==> config.mk <==
export PLATFORM = sky130hd
export DESIGN_NAME = uart_rx_param_flat
export DESIGN_NICKNAME = d
export VERILOG_FILES = /design/src/rtl/uart_rx_pkg.sv /design/src/rtl/uart_rx_param_if.sv /design/src/rtl/uart_rx_bit_timer.sv /design/src/rtl/uart_rx_param.sv /design/src/flat_wrapper.sv
export SDC_FILE = /design/constraint.sdc
export NUM_CORES = 1
export LEC_CHECK = 0
export ABC_AREA = 1
export CAP_MARGIN = 10
export CORE_MARGIN = 5
export CORE_UTILIZATION = 55
export CTS_CLUSTER_SIZE = 16
export DETAILED_ROUTE_END_ITERATION = 10
export GPL_ROUTABILITY_DRIVEN = 0
export GPL_TIMING_DRIVEN = 0
export PLACE_DENSITY = 0.77
export SLEW_MARGIN = 30
export SYNTH_ARGS = -nofsm -noshare
export SYNTH_HDL_FRONTEND = slang
export SYNTH_SLANG_ARGS = --single-unit
export TNS_END_PERCENT = 10
==> constraint.sdc <==
create_clock -name clk -period 2.6 [get_ports clk]
set_clock_uncertainty 0.15 [all_clocks]
set_input_delay 0.65 -clock clk [delete_from_list [all_inputs] [get_ports clk]]
set_output_delay 0.65 -clock clk [all_outputs]
set_load 0.02 [all_outputs]
==> src/rtl/uart_rx_pkg.sv <==
// Shared FSM encoding, mid-bit sample offsets and parity helper for the UART receiver.
package uart_rx_pkg;

    typedef enum logic [2:0] {
        IDLE   = 3'd0,
        START  = 3'd1,
        DATA   = 3'd2,
        PARITY = 3'd3,
        STOP   = 3'd4,
        DONE   = 3'd5
    } rx_state_t;

    localparam int SMP_OFS_EARLY = -1;
    localparam int SMP_OFS_MID   = 0;
    localparam int SMP_OFS_LATE  = 1;

    localparam int MAX_DATA_W = 9;

    // Callers zero-extend narrower words; padding zeros do not change the XOR.
    function automatic logic expected_parity(input logic [MAX_DATA_W-1:0] data, input logic odd);
        return (^data) ^ odd;
    endfunction

endpackage

==> src/rtl/uart_rx_param_if.sv <==
// Host-side receive bus: one held word plus per-frame flags, valid/ready accepted.
interface uart_rx_param_if #(
    parameter int DATA_WIDTH = 8
);
    logic [DATA_WIDTH-1:0] rx_data;
    logic                  rx_valid;
    logic                  rx_ready;
    logic                  parity_error;
    logic                  stop_error;
    logic                  overrun;
    logic                  break_det;

    modport master (
        output rx_data, rx_valid, parity_error, stop_error, overrun, break_det,
        input  rx_ready
    );

    modport slave (
        input  rx_data, rx_valid, parity_error, stop_error, overrun, break_det,
        output rx_ready
    );
endinterface

==> src/rtl/uart_rx_bit_timer.sv <==
// Per-bit edge/bit counters and 3-sample majority voter; strobe marks the late sample,
// where maj_bit combines the two registered samples with the live synchronised line.
module uart_rx_bit_timer
    import uart_rx_pkg::*;
#(
    parameter int PRESCALE_W = 6,
    parameter int BIT_W      = 4
) (
    input  logic                  clk,
    input  logic                  rst,
    input  logic                  en,
    input  logic                  clr,
    input  logic [PRESCALE_W-1:0] prescale,
    input  logic                  rx_s,
    output logic [PRESCALE_W-1:0] edge_cnt,
    output logic [BIT_W-1:0]      bit_cnt,
    output logic                  sample_strobe,
    output logic                  maj_bit
);

    logic [PRESCALE_W-1:0] mid;
    logic [PRESCALE_W-1:0] t_early;
    logic [PRESCALE_W-1:0] t_mid;
    logic [PRESCALE_W-1:0] t_late;
    logic [PRESCALE_W-1:0] t_wrap;
    logic                  s_early;
    logic                  s_mid;

    assign mid     = prescale >> 1;
    assign t_early = mid + PRESCALE_W'(SMP_OFS_EARLY);
    assign t_mid   = mid + PRESCALE_W'(SMP_OFS_MID);
    assign t_late  = mid + PRESCALE_W'(SMP_OFS_LATE);
    assign t_wrap  = prescale - PRESCALE_W'(1);

    always_ff @(posedge clk or posedge rst) begin
        if (rst) begin
            edge_cnt <= '0;
            bit_cnt  <= '0;
            s_early  <= 1'b1;
            s_mid    <= 1'b1;
        end else if (clr) begin
            edge_cnt <= '0;
            bit_cnt  <= '0;
        end else if (en) begin
            if (edge_cnt == t_wrap) begin
                edge_cnt <= '0;
                bit_cnt  <= bit_cnt + BIT_W'(1);
            end else begin
                edge_cnt <= edge_cnt + PRESCALE_W'(1);
            end
            if (edge_cnt == t_early) s_early <= rx_s;
            if (edge_cnt == t_mid)   s_mid   <= rx_s;
        end
    end

    assign sample_strobe = en && (edge_cnt == t_late);
    assign maj_bit       = (s_early & s_mid) | (s_early & rx_s) | (s_mid & rx_s);

endmodule

==> src/rtl/uart_rx_param.sv <==
// Parametrised UART receiver; rx_valid rises 1 cycle after the final stop decision (+SYNC_STAGES from pad).
// One-entry holding register: a frame completing while the held word is unaccepted is dropped with an overrun pulse.
module uart_rx_param
    import uart_rx_pkg::*;
#(
    parameter int DATA_WIDTH  = 8,
    parameter int PRESCALE_W  = 6,
    parameter int SYNC_STAGES = 2
) (
    input  logic                  clk,
    input  logic                  rst,
    input  logic                  rx_in,
    input  logic [PRESCALE_W-1:0] prescale,
    input  logic                  par_en,
    input  logic                  par_typ,
    input  logic                  two_stop,
    uart_rx_param_if.master       rx_bus
);

    localparam int BIT_W = 4;

    logic [SYNC_STAGES-1:0] sync_q;
    logic                   rx_s;

    rx_state_t              state;
    logic [PRESCALE_W-1:0]  prescale_q;
    logic                   par_en_q;
    logic                   par_typ_q;
    logic                   two_stop_q;
    logic [DATA_WIDTH-1:0]  data_q;
    logic                   par_err_q;
    logic                   stop_err_q;
    logic                   brk_q;
    logic                   stop_first_q;

    logic [PRESCALE_W-1:0]  edge_cnt;
    logic [BIT_W-1:0]       bit_cnt;
    logic                   sample_strobe;
    logic                   maj_bit;
    logic                   wrap;

    always_ff @(posedge clk or posedge rst) begin
        if (rst) sync_q <= '1;
        else     sync_q <= {sync_q[SYNC_STAGES-2:0], rx_in};
    end

    assign rx_s = sync_q[SYNC_STAGES-1];
    assign wrap = (edge_cnt == (prescale_q - PRESCALE_W'(1)));

    uart_rx_bit_timer #(
        .PRESCALE_W (PRESCALE_W),
        .BIT_W      (BIT_W)
    ) u_timer (
        .clk           (clk),
        .rst           (rst),
        .en            (state != IDLE),
        .clr           (state == IDLE),
        .prescale      (prescale_q),
        .rx_s          (rx_s),
        .edge_cnt      (edge_cnt),
        .bit_cnt       (bit_cnt),
        .sample_strobe (sample_strobe),
        .maj_bit       (maj_bit)
    );

    always_ff @(posedge clk or posedge rst) begin
        if (rst) begin
            state               <= IDLE;
            prescale_q          <= '0;
            par_en_q            <= 1'b0;
            par_typ_q           <= 1'b0;
            two_stop_q          <= 1'b0;
            data_q              <= '0;
            par_err_q           <= 1'b0;
            stop_err_q          <= 1'b0;
            brk_q               <= 1'b0;
            stop_first_q        <= 1'b0;
            rx_bus.rx_data      <= '0;
            rx_bus.rx_valid     <= 1'b0;
            rx_bus.parity_error <= 1'b0;
            rx_bus.stop_error   <= 1'b0;
            rx_bus.overrun      <= 1'b0;
            rx_bus.break_det    <= 1'b0;
        end else begin
            rx_bus.overrun   <= 1'b0;
            rx_bus.break_det <= 1'b0;
            if (rx_bus.rx_valid && rx_bus.rx_ready) rx_bus.rx_valid <= 1'b0;

            case (state)
                IDLE: begin
                    if (!rx_s) begin
                        prescale_q   <= prescale;
                        par_en_q     <= par_en;
                        par_typ_q    <= par_typ;
                        two_stop_q   <= two_stop;
                        par_err_q    <= 1'b0;
                        stop_err_q   <= 1'b0;
                        brk_q        <= 1'b1;
                        stop_first_q <= 1'b0;
                        state        <= START;
                    end
                end
                START: begin
                    if (sample_strobe && maj_bit) state <= IDLE;
                    else if (wrap)                state <= DATA;
                end
                DATA: begin
                    if (sample_strobe) begin
                        data_q <= {maj_bit, data_q[DATA_WIDTH-1:1]};
                        if (maj_bit) brk_q <= 1'b0;
                    end
                    if (wrap && bit_cnt == BIT_W'(DATA_WIDTH))
                        state <= par_en_q ? PARITY : STOP;
                end
                PARITY: begin
                    if (sample_strobe) begin
                        if (maj_bit != expected_parity(MAX_DATA_W'(data_q), par_typ_q))
                            par_err_q <= 1'b1;
                        if (maj_bit) brk_q <= 1'b0;
                    end
                    if (wrap) state <= STOP;
                end
                STOP: begin
                    // Leave on the final stop decision so a back-to-back start edge is caught.
                    if (sample_strobe) begin
                        if (!maj_bit) stop_err_q <= 1'b1;
                        else          brk_q      <= 1'b0;
                        if (two_stop_q && !stop_first_q) stop_first_q <= 1'b1;
                        else                             state        <= DONE;
                    end
                end
                DONE: begin
                    state <= IDLE;
                    if (brk_q) begin
                        rx_bus.break_det <= 1'b1;
                    end else if (!rx_bus.rx_valid || rx_bus.rx_ready) begin
                        rx_bus.rx_data      <= data_q;
                        rx_bus.parity_error <= par_err_q;
                        rx_bus.stop_error   <= stop_err_q;
                        rx_bus.rx_valid     <= 1'b1;
                    end else begin
                        rx_bus.overrun <= 1'b1;
                    end
                end
                default: state <= IDLE;
            endcase
        end
    end

endmodule

==> src/flat_wrapper.sv <==
// flat-port wrapper written by rule: the top's interface ports become plain ports
module uart_rx_param_flat import uart_rx_pkg::*;
#(
    parameter int DATA_WIDTH  = 8,
    parameter int PRESCALE_W  = 6,
    parameter int SYNC_STAGES = 2
)
  (clk, rst, rx_in, prescale, par_en, par_typ, two_stop, rx_bus_rx_data, rx_bus_rx_valid, rx_bus_parity_error, rx_bus_stop_error, rx_bus_overrun, rx_bus_break_det, rx_bus_rx_ready);
  uart_rx_param_if #(.DATA_WIDTH(DATA_WIDTH)) rx_bus_i ();
  input  logic clk;
  input  logic rst;
  input  logic rx_in;
  input  logic [PRESCALE_W-1:0] prescale;
  input  logic par_en;
  input  logic par_typ;
  input  logic two_stop;
  output wire logic [$bits(rx_bus_i.rx_data)-1:0] rx_bus_rx_data;
  output wire logic [$bits(rx_bus_i.rx_valid)-1:0] rx_bus_rx_valid;
  output wire logic [$bits(rx_bus_i.parity_error)-1:0] rx_bus_parity_error;
  output wire logic [$bits(rx_bus_i.stop_error)-1:0] rx_bus_stop_error;
  output wire logic [$bits(rx_bus_i.overrun)-1:0] rx_bus_overrun;
  output wire logic [$bits(rx_bus_i.break_det)-1:0] rx_bus_break_det;
  input wire logic [$bits(rx_bus_i.rx_ready)-1:0] rx_bus_rx_ready;
  assign rx_bus_rx_data = rx_bus_i.rx_data;
  assign rx_bus_rx_valid = rx_bus_i.rx_valid;
  assign rx_bus_parity_error = rx_bus_i.parity_error;
  assign rx_bus_stop_error = rx_bus_i.stop_error;
  assign rx_bus_overrun = rx_bus_i.overrun;
  assign rx_bus_break_det = rx_bus_i.break_det;
  assign rx_bus_i.rx_ready = rx_bus_rx_ready;
  uart_rx_param #(.DATA_WIDTH(DATA_WIDTH), .PRESCALE_W(PRESCALE_W), .SYNC_STAGES(SYNC_STAGES)) u_core (.clk(clk), .rst(rst), .rx_in(rx_in), .prescale(prescale), .par_en(par_en), .par_typ(par_typ), .two_stop(two_stop), .rx_bus(rx_bus_i));
endmodule
==> impl_metrics.json, run 1 <==
{
  "critPathTopFamily": "simple AND/OR/NAND/NOR gates",
  "grt_max_degree": 52,
  "fin_crit_ns": 2.23,
  "worst-path-buf-inv": 4,
  "power_switching_uw": 1360,
  "syn2layout_area_growth_pct": 15.6,
  "p_int_uw": 1750,
  "coreArea_sq_um": 5010,
  "crit_path_end_kind": "flop",
  "path_class": "reg -> reg",
  "status": "completed",
  "clk_latency_ns": 0.31,
  "diodes": 0,
  "first_iter_violations": 123,
  "syn_avg_cell_area_sq_um": 8.23,
  "cts_tree": "built",
  "cp.required_ns": 2.63,
  "clockBufferDepth": 2,
  "drtAntennaViolNets": 0,
  "placement.io_buffers": 25,
  "cp_slowest_stage_delay_ns": 0.49,
  "setup_viol": 0,
  "clkSinkCount": 51,
  "synthAdderAreaFrac_pct": 3.14,
  "synthMuxAreaShare_pct": 0.807,
  "cp_slowest_cell": "dfrtp_1",
  "power.share.sequential_pct": 37.4,
  "synth-xor-area-share_pct": 5.65,
  "drive_gt1_share_pct": 14.8,
  "final_max_slew_viol_count": 0,
  "worst_pin_slew_ns": 0.694,
  "die_x_um": 81.2,
  "overflow": 0,
  "total_leakage_power_uw": 0.00151,
  "crit_fanout": 10,
  "fin_crit_sh_pct": 85.9,
  "holdCritPathClass": "reg -> reg",
  "cts.htree.levels": 2,
  "slew_headroom_pct": 53.3,
  "ys_ff_latch": 51,
  "hpwl_um": 4020,
  "initial_core_util_pct": 55.7,
  "drt_wl_total_um": 5420,
  "reg2reg_slack_ns": 0.37,
  "yosysWarnings": 0,
  "rows": 26,
  "wl_per_cell_um": 12.3,
  "rsz0062_at_grt": "false",
  "setup_ws_ns": 0.366,
  "p_clk_share_pct": 16.1,
  "worstPathCellList": "inv_1 -> ha_1 -> inv_1 -> nand2_1 -> nand2_1 -> nand3_1 -> nor2_1 -> nand3_2 -> clkinv_2 -> nand2_4 -> buf_6 -> nand2_2 -> o21ai_2",
  "cts_root_buf": "clkbuf_8",
  "nets": 391,
  "switching_share_pct": 43.8,
  "dieArea_sq_um": 6600,
  "comb_power_share_pct": 46.5,
  "drc": 0,
  "postCtsHoldBufs": 0,
  "synth_top_family_by_area": "simple AND/OR/NAND/NOR gates",
  "grt_pass1_vias": 2151,
  "max_freq_mhz": 448,
  "ys_seq_area_share_pct": 45.9,
  "viasPerCell": 5.02,
  "post-place-ws_ns": 0.374,
  "grtUsageTotal_pct": 18.5,
  "hold_violations": 0,
  "io_pins": 26,
  "post-cts-setup-buffers": 0,
  "synthDistinctLibCells": 35,
  "dr.pass1.iters": 4,
  "ir_drop_v": 0.000450,
  "grt_pass1_wl_um": 9400,
  "synth_compound_area_share_pct": 9.14,
  "placed_cell_area_sq_um": 3130,
  "setup.worst_path.start_class": "flop",
  "antenna_found_initial": 0,
  "cts_buffers": 5,
  "powerDensity_nw_per_um2": 962,
  "synth_area_sq_um": 2790,
  "syn_inst": 339,
  "arrival_ns": 2.27,
  "final_area_sq_um": 3230,
  "cts.clk_slew.worst_paths_ns": 0.10,
  "fp.dieH_um": 81.2,
  "synth_simple_gate_area_share_pct": 27.7,
  "max_cap_violations": 0,
  "cts_resized": 0,
  "syn-num-nets": 359,
  "vias": 2218
}
-- cell usage after synthesis --
cell type  number  area (sq um)
nand3b_1        2          15.0
o21ai_1         3          15.0
nor3_1          5          25.0
inv_1          40           150
dfrtp_1        47          1180
buf_2           2          10.0
buf_6           2          22.5
clkbuf_1        2          7.51
a21oi_2         1          8.76
inv_2           4          15.0
nand2_1        84           315
a21o_1          1          7.51
nand3_2         3          30.0
nand2_2        12          75.1
clkinv_1        1          3.75
clkinv_2        1          5.00
a21oi_1         7          35.0
o21ai_0        21           105
or2_2           2          12.5
a31oi_1         1          6.26
o21bai_1        1          7.51
o21ai_2         8          70.1
xnor2_1         9          78.8
nand2_4         1          11.3
nor2_2          1          6.26
nor3b_2         2          25.0
nor2_4          2          22.5
nand4_1         6          37.5
nor3b_1         1          7.51
nand3_1        17          85.1
ha_1            7          87.6
mux2_2          2          22.5
dfstp_2         4           105
nor2_1         28           105
xor2_1          9          78.8
-- power by group through the flow --
stage | clock network, uW | logic (uW) | registers [uW]
after floorplan | 0 | 1180 | 1130
after global placement | 0 | 1410 | 1170
final | 499 | 1440 | 1160
after global routing | 541 | 1660 | 1190
after detailed placement | 0 | 1450 | 1180
after CTS | 509 | 1460 | 1160
-- cell type report --
class                           instances  area (sq um)
Multi-Input combinational cell        236          1300
Clock buffer                            7          86.3
Sequential cell                        51          1280
Inverter                               46           176
Fill cell                             441          1780
Buffer                                  6          40.0
Tap cell                               70          87.6
Clock inverter                          1          8.76
Timing Repair Buffer                   25           250
-- through the flow --
step / total power (uW) / instances / utilization [%] / setup TNS [ns] / hold slack, ns
6_report: 3100 / 442 / 64.4 / 0 / 0.215
5_1_grt: 3390 / 442 / 64.4 / 0 / 0.223
4_1_cts: 3120 / 442 / 64.4 / 0 / 0.213
3_5_place_dp: 2620 / 434 / 62.5 / 0 / 0.199
3_3_place_gp: 2570 / 434 / 62.5 / -17.95 / 0.197
2_1_floorplan: 2310 / 339 / - / 0 / 0.195
-- metal layers --
| layer | vias to the layer above | GRT usage, % | wire, um | share of wire [%] |
|---|---|---|---|---|
| met1 | 1039 | 24.0 | 2500 | 46 |
| li1 | 1131 | - | - | - |
| met3 | 7 | 3.66 | 267 | 4.9 |
| met2 | 41 | 30.8 | 2570 | 47 |
| met5 | - | 0 | 0 | 0 |
| met4 | 0 | 6.25 | 84 | 1.6 |
-- cells by family (layout without fill, tap and decap cells) --
| group | after synthesis | count (layout) |
|---|---|---|
| simple gates | 166 | 166 |
| buf+inv | 52 | 85 |
| flops | 51 | 51 |
| compound gates | 43 | 43 |
| xor+xnor | 18 | 18 |
| fa+ha+maj | 7 | 7 |
| mux | 2 | 2 |
-- state kept, by name (all words and copies together), names as in the netlist --
signal,cells
u_core.rx_bus.rx_data,8
u_core.stop_err_q,1
u_core.rx_bus.rx_valid,1
u_core.prescale_q,6
u_core.par_err_q,1
u_core.stop_first_q,1
u_core.two_stop_q,1
u_core.par_typ_q,1
u_core.brk_q,1
u_core.data_q,8
u_core.state,3
u_core.u_timer.bit_cnt,4
u_core.u_timer.s_early,1
u_core.rx_bus.overrun,1
u_core.par_en_q,1
u_core.rx_bus.stop_error,1
u_core.sync_q,2
u_core.rx_bus.break_det,1
u_core.u_timer.edge_cnt,6
u_core.rx_bus.parity_error,1
u_core.u_timer.s_mid,1
-- path summary, 6_finish.rpt --
check                      depth (start not counted)                 start                  endpoint
min in group asynchronous                          2                   rst          u_core.data_q[4]
max reg2reg                                       13  u_core.prescale_q[2]          u_core.data_q[7]
min reg2reg                                        0      u_core.sync_q[0]          u_core.sync_q[1]
max                                               13  u_core.prescale_q[2]          u_core.data_q[7]
min                                                0      u_core.sync_q[0]          u_core.sync_q[1]
max in group asynchronous                          2                   rst  u_core.rx_bus.rx_data[1]
-- cells in the final DEF (no fill, tap or decap), types with 2 or more instances in the layout --
cell type	instances
or2_2	2
nor2_4	2
nand3_1	17
xor2_1	9
dfstp_2	4
xnor2_1	9
mux2_2	2
nor3_1	5
clkbuf_8	6
nand4_1	6
buf_6	2
inv_2	4
clkdlybuf4s50_1	25
inv_1	39
nor3b_2	2
o21ai_2	8
o21ai_0	21
nand2_1	84
dfrtp_1	47
o21ai_1	3
nand3_2	3
nand2_2	12
nor2_1	28
clkbuf_1	3
ha_1	7
a21oi_1	7
nand3b_1	2
buf_2	2
-- worst reg2reg max path, stage by stage, from the launching register on --
cell,delay (ns)
dfrtp_1,0.49
inv_1,0.14
ha_1,0.30
inv_1,0.06
nand2_1,0.04
nand2_1,0.09
nand3_1,0.08
nor2_1,0.15
nand3_2,0.14
clkinv_2,0.10
nand2_4,0.08
buf_6,0.18
nand2_2,0.06
o21ai_2,0.04
No activity file was read; power rests on OpenSTA's default activity.
==> inputs of run 2 (changes only) <==
--- a/config.mk
+++ b/config.mk
@@ -7,6 +7,7 @@
 export LEC_CHECK = 0
 export ABC_AREA = 1
 export CAP_MARGIN = 10
+export CORE_ASPECT_RATIO = 0.6
 export CORE_MARGIN = 5
 export CORE_UTILIZATION = 55
 export CTS_CLUSTER_SIZE = 16
==> run 2 against run 1 <==
Net effect: critical path type unchanged; cell area grew 0.12%; wire length grew 4.0%; die area grew 0.71%; fmax shrank 0.44%; cell count shrank 0.90%; first-iteration DRC count shrank 5.7%; register-to-register slack is essentially flat; combinational power is essentially flat.
==> impl_metrics.json, run 2 (synthesized netlist as in run 1, its figures left out) <==
{
  "status": "completed",
  "cts_resized": 0,
  "setup.worst_path.start_class": "flop",
  "worst_pin_slew_ns": 0.613,
  "grt_pass1_vias": 2086,
  "slew_headroom_pct": 58.7,
  "grt_pass1_wl_um": 9870,
  "max_cap_violations": 0,
  "power_switching_uw": 1380,
  "rsz0062_at_grt": "false",
  "cts_tree": "built",
  "antenna_found_initial": 0,
  "total_leakage_power_uw": 0.00151,
  "cp.required_ns": 2.63,
  "rows": 20,
  "viasPerCell": 5.08,
  "final_max_slew_viol_count": 0,
  "holdCritPathClass": "reg -> reg",
  "whs_endpoint": "u_core.sync_q[1]",
  "cp_slowest_cell": "dfrtp_1",
  "crit_path_end_kind": "flop",
  "cts.htree.levels": 2,
  "p_clk_share_pct": 16.0,
  "met3WireLength_um": 433,
  "dieArea_sq_um": 6650,
  "post-cts-setup-buffers": 0,
  "layout_common_cells": "84 x nand2_1, 47 x dfrtp_1, 39 x inv_1, 28 x nor2_1, 25 x clkdlybuf4s50_1",
  "comb_power_share_pct": 46.7,
  "placement.io_buffers": 25,
  "hpwl_um": 4340,
  "grt_max_degree": 52,
  "fin_cells": 438,
  "cts_buffers": 5,
  "met2RoutedLength_um": 2240,
  "final_common_cell": "nand2_1",
  "die_x_um": 102,
  "first_iter_violations": 116,
  "drc": 0,
  "setup_viol": 0,
  "fp.dieH_um": 65.2,
  "coreArea_sq_um": 4980,
  "path_class": "reg -> reg",
  "drt_wl_total_um": 5630,
  "clk_latency_ns": 0.31,
  "worstHoldStart": "u_core.sync_q[0]",
  "nets": 391,
  "postCtsHoldBufs": 0,
  "fin_crit_sh_pct": 86.3,
  "drive_gt1_share_pct": 15.1,
  "fin_crit_ns": 2.24,
  "met1Wirelength_um": 2890,
  "crit_fanout": 10,
  "syn2layout_area_growth_pct": 15.7,
  "grtUsageTotal_pct": 19.1,
  "worstPathCellList": "inv_1 -> ha_1 -> inv_1 -> nand2_1 -> nand2_1 -> nand3_1 -> nor2_1 -> nand3_2 -> clkinv_2 -> nand2_4 -> buf_6 -> nand2_2 -> o21ai_2",
  "top_layer": "met4",
  "max_freq_mhz": 446,
  "arrival_ns": 2.27,
  "clkSinkCount": 51,
  "cts.clk_slew.worst_paths_ns": 0.09,
  "io_pins": 26,
  "post-place-ws_ns": 0.311,
  "hold_violations": 0,
  "drtAntennaViolNets": 0,
  "initial_core_util_pct": 56.1,
  "cts_root_buf": "clkbuf_8",
  "cp_slowest_stage_delay_ns": 0.49,
  "switching_share_pct": 43.8,
  "power.share.sequential_pct": 37.3,
  "reg2reg_from": "u_core.prescale_q[2]",
  "p_int_uw": 1770,
  "ir_drop_v": 0.000560,
  "holdPathStages": 0,
  "regToRegEndpoint": "u_core.data_q[7]",
  "wl_per_cell_um": 12.9,
  "rr_worst_depth": 13,
  "crit_start": "u_core.prescale_q[2]",
  "placed_cells_incl_taps": 430,
  "overflow": 0,
  "setup_ws_ns": 0.356,
  "diodes": 0,
  "powerDensity_nw_per_um2": 973,
  "clockBufferDepth": 2,
  "dr.pass1.iters": 4,
  "vias": 2227,
  "reg.largest.list": "u_core.data_q (8), u_core.rx_bus.rx_data (8)",
  "reg2reg_slack_ns": 0.36
}
[run 2: cell count changes in the layout (fill, tap and decap cells not counted), sizes merged]
cell | previous run | this run
clkinvlp | 0 | 1
inv | 45 | 44
[run 2: worst max-delay path by stage]
| stage | end | slack, ns | depth (start not counted) |
|---|---|---|---|
| 3_5_place_dp | u_core.rx_bus.rx_data[2] | 0.31 | 7 |
| 3_3_place_gp | u_core.prescale_q[3] | -0.41 | 2 |
| 4_1_cts | u_core.data_q[7] | 0.36 | 13 |
| 2_1_floorplan | u_core.brk_q | 0.58 | 1 |
| 6_report | u_core.data_q[7] | 0.36 | 13 |
| 5_1_grt | u_core.state[2] | 0.13 | 12 |
[run 2: cell type report]
cell class              count  area [sq um]
inverters                  46           176
well taps                  66          82.6
repair buffers             25           250
flip-flops and latches     51          1280
fillers                   405          1750
clock buffers               7          96.3
multi-input cells         236          1300
plain buffers               6          40.0
clock inverters             1          7.51
[run 2: power groups by stage]
stage	Sequential, uW	Clock, uW	Combinational [uW]
2_1_floorplan	1130	0	1180
3_3_place_gp	1170	0	1410
3_5_place_dp	1180	0	1460
4_1_cts	1170	516	1470
5_1_grt	1200	545	1680
6_report	1170	503	1470
[run 2: routing by layer]
| layer | global-route usage, % | vias up |
|---|---|---|
| li1 | - | 1137 |
| met1 | 29.1 | 1008 |
| met2 | 27.4 | 75 |
| met3 | 3.61 | 7 |
| met4 | 5.40 | 0 |
| met5 | 0 | - |
[run 2: through the flow]
| step | util, % | hold WS (ns) | instance area [sq um] | setup TNS, ns | total power (uW) |
|---|---|---|---|---|---|
| floorplan | - | 0.195 | 2790 | 0 | 2310 |
| global placement | 62.7 | 0.198 | 3120 | -18.92 | 2590 |
| detailed placement | 62.8 | 0.201 | 3130 | 0 | 2640 |
| CTS | 64.9 | 0.215 | 3230 | 0 | 3150 |
| global route | 64.9 | 0.223 | 3230 | 0 | 3430 |
| finish | 64.9 | 0.213 | 3230 | 0 | 3140 |
[run 2: worst max-delay path: cells and delay by family (launching register included)]
kind	cells	cell delay (ns)
simple gates	7	0.64
flops	1	0.49
buf+inv	4	0.47
fa+ha+maj	1	0.31
compound gates	1	0.05
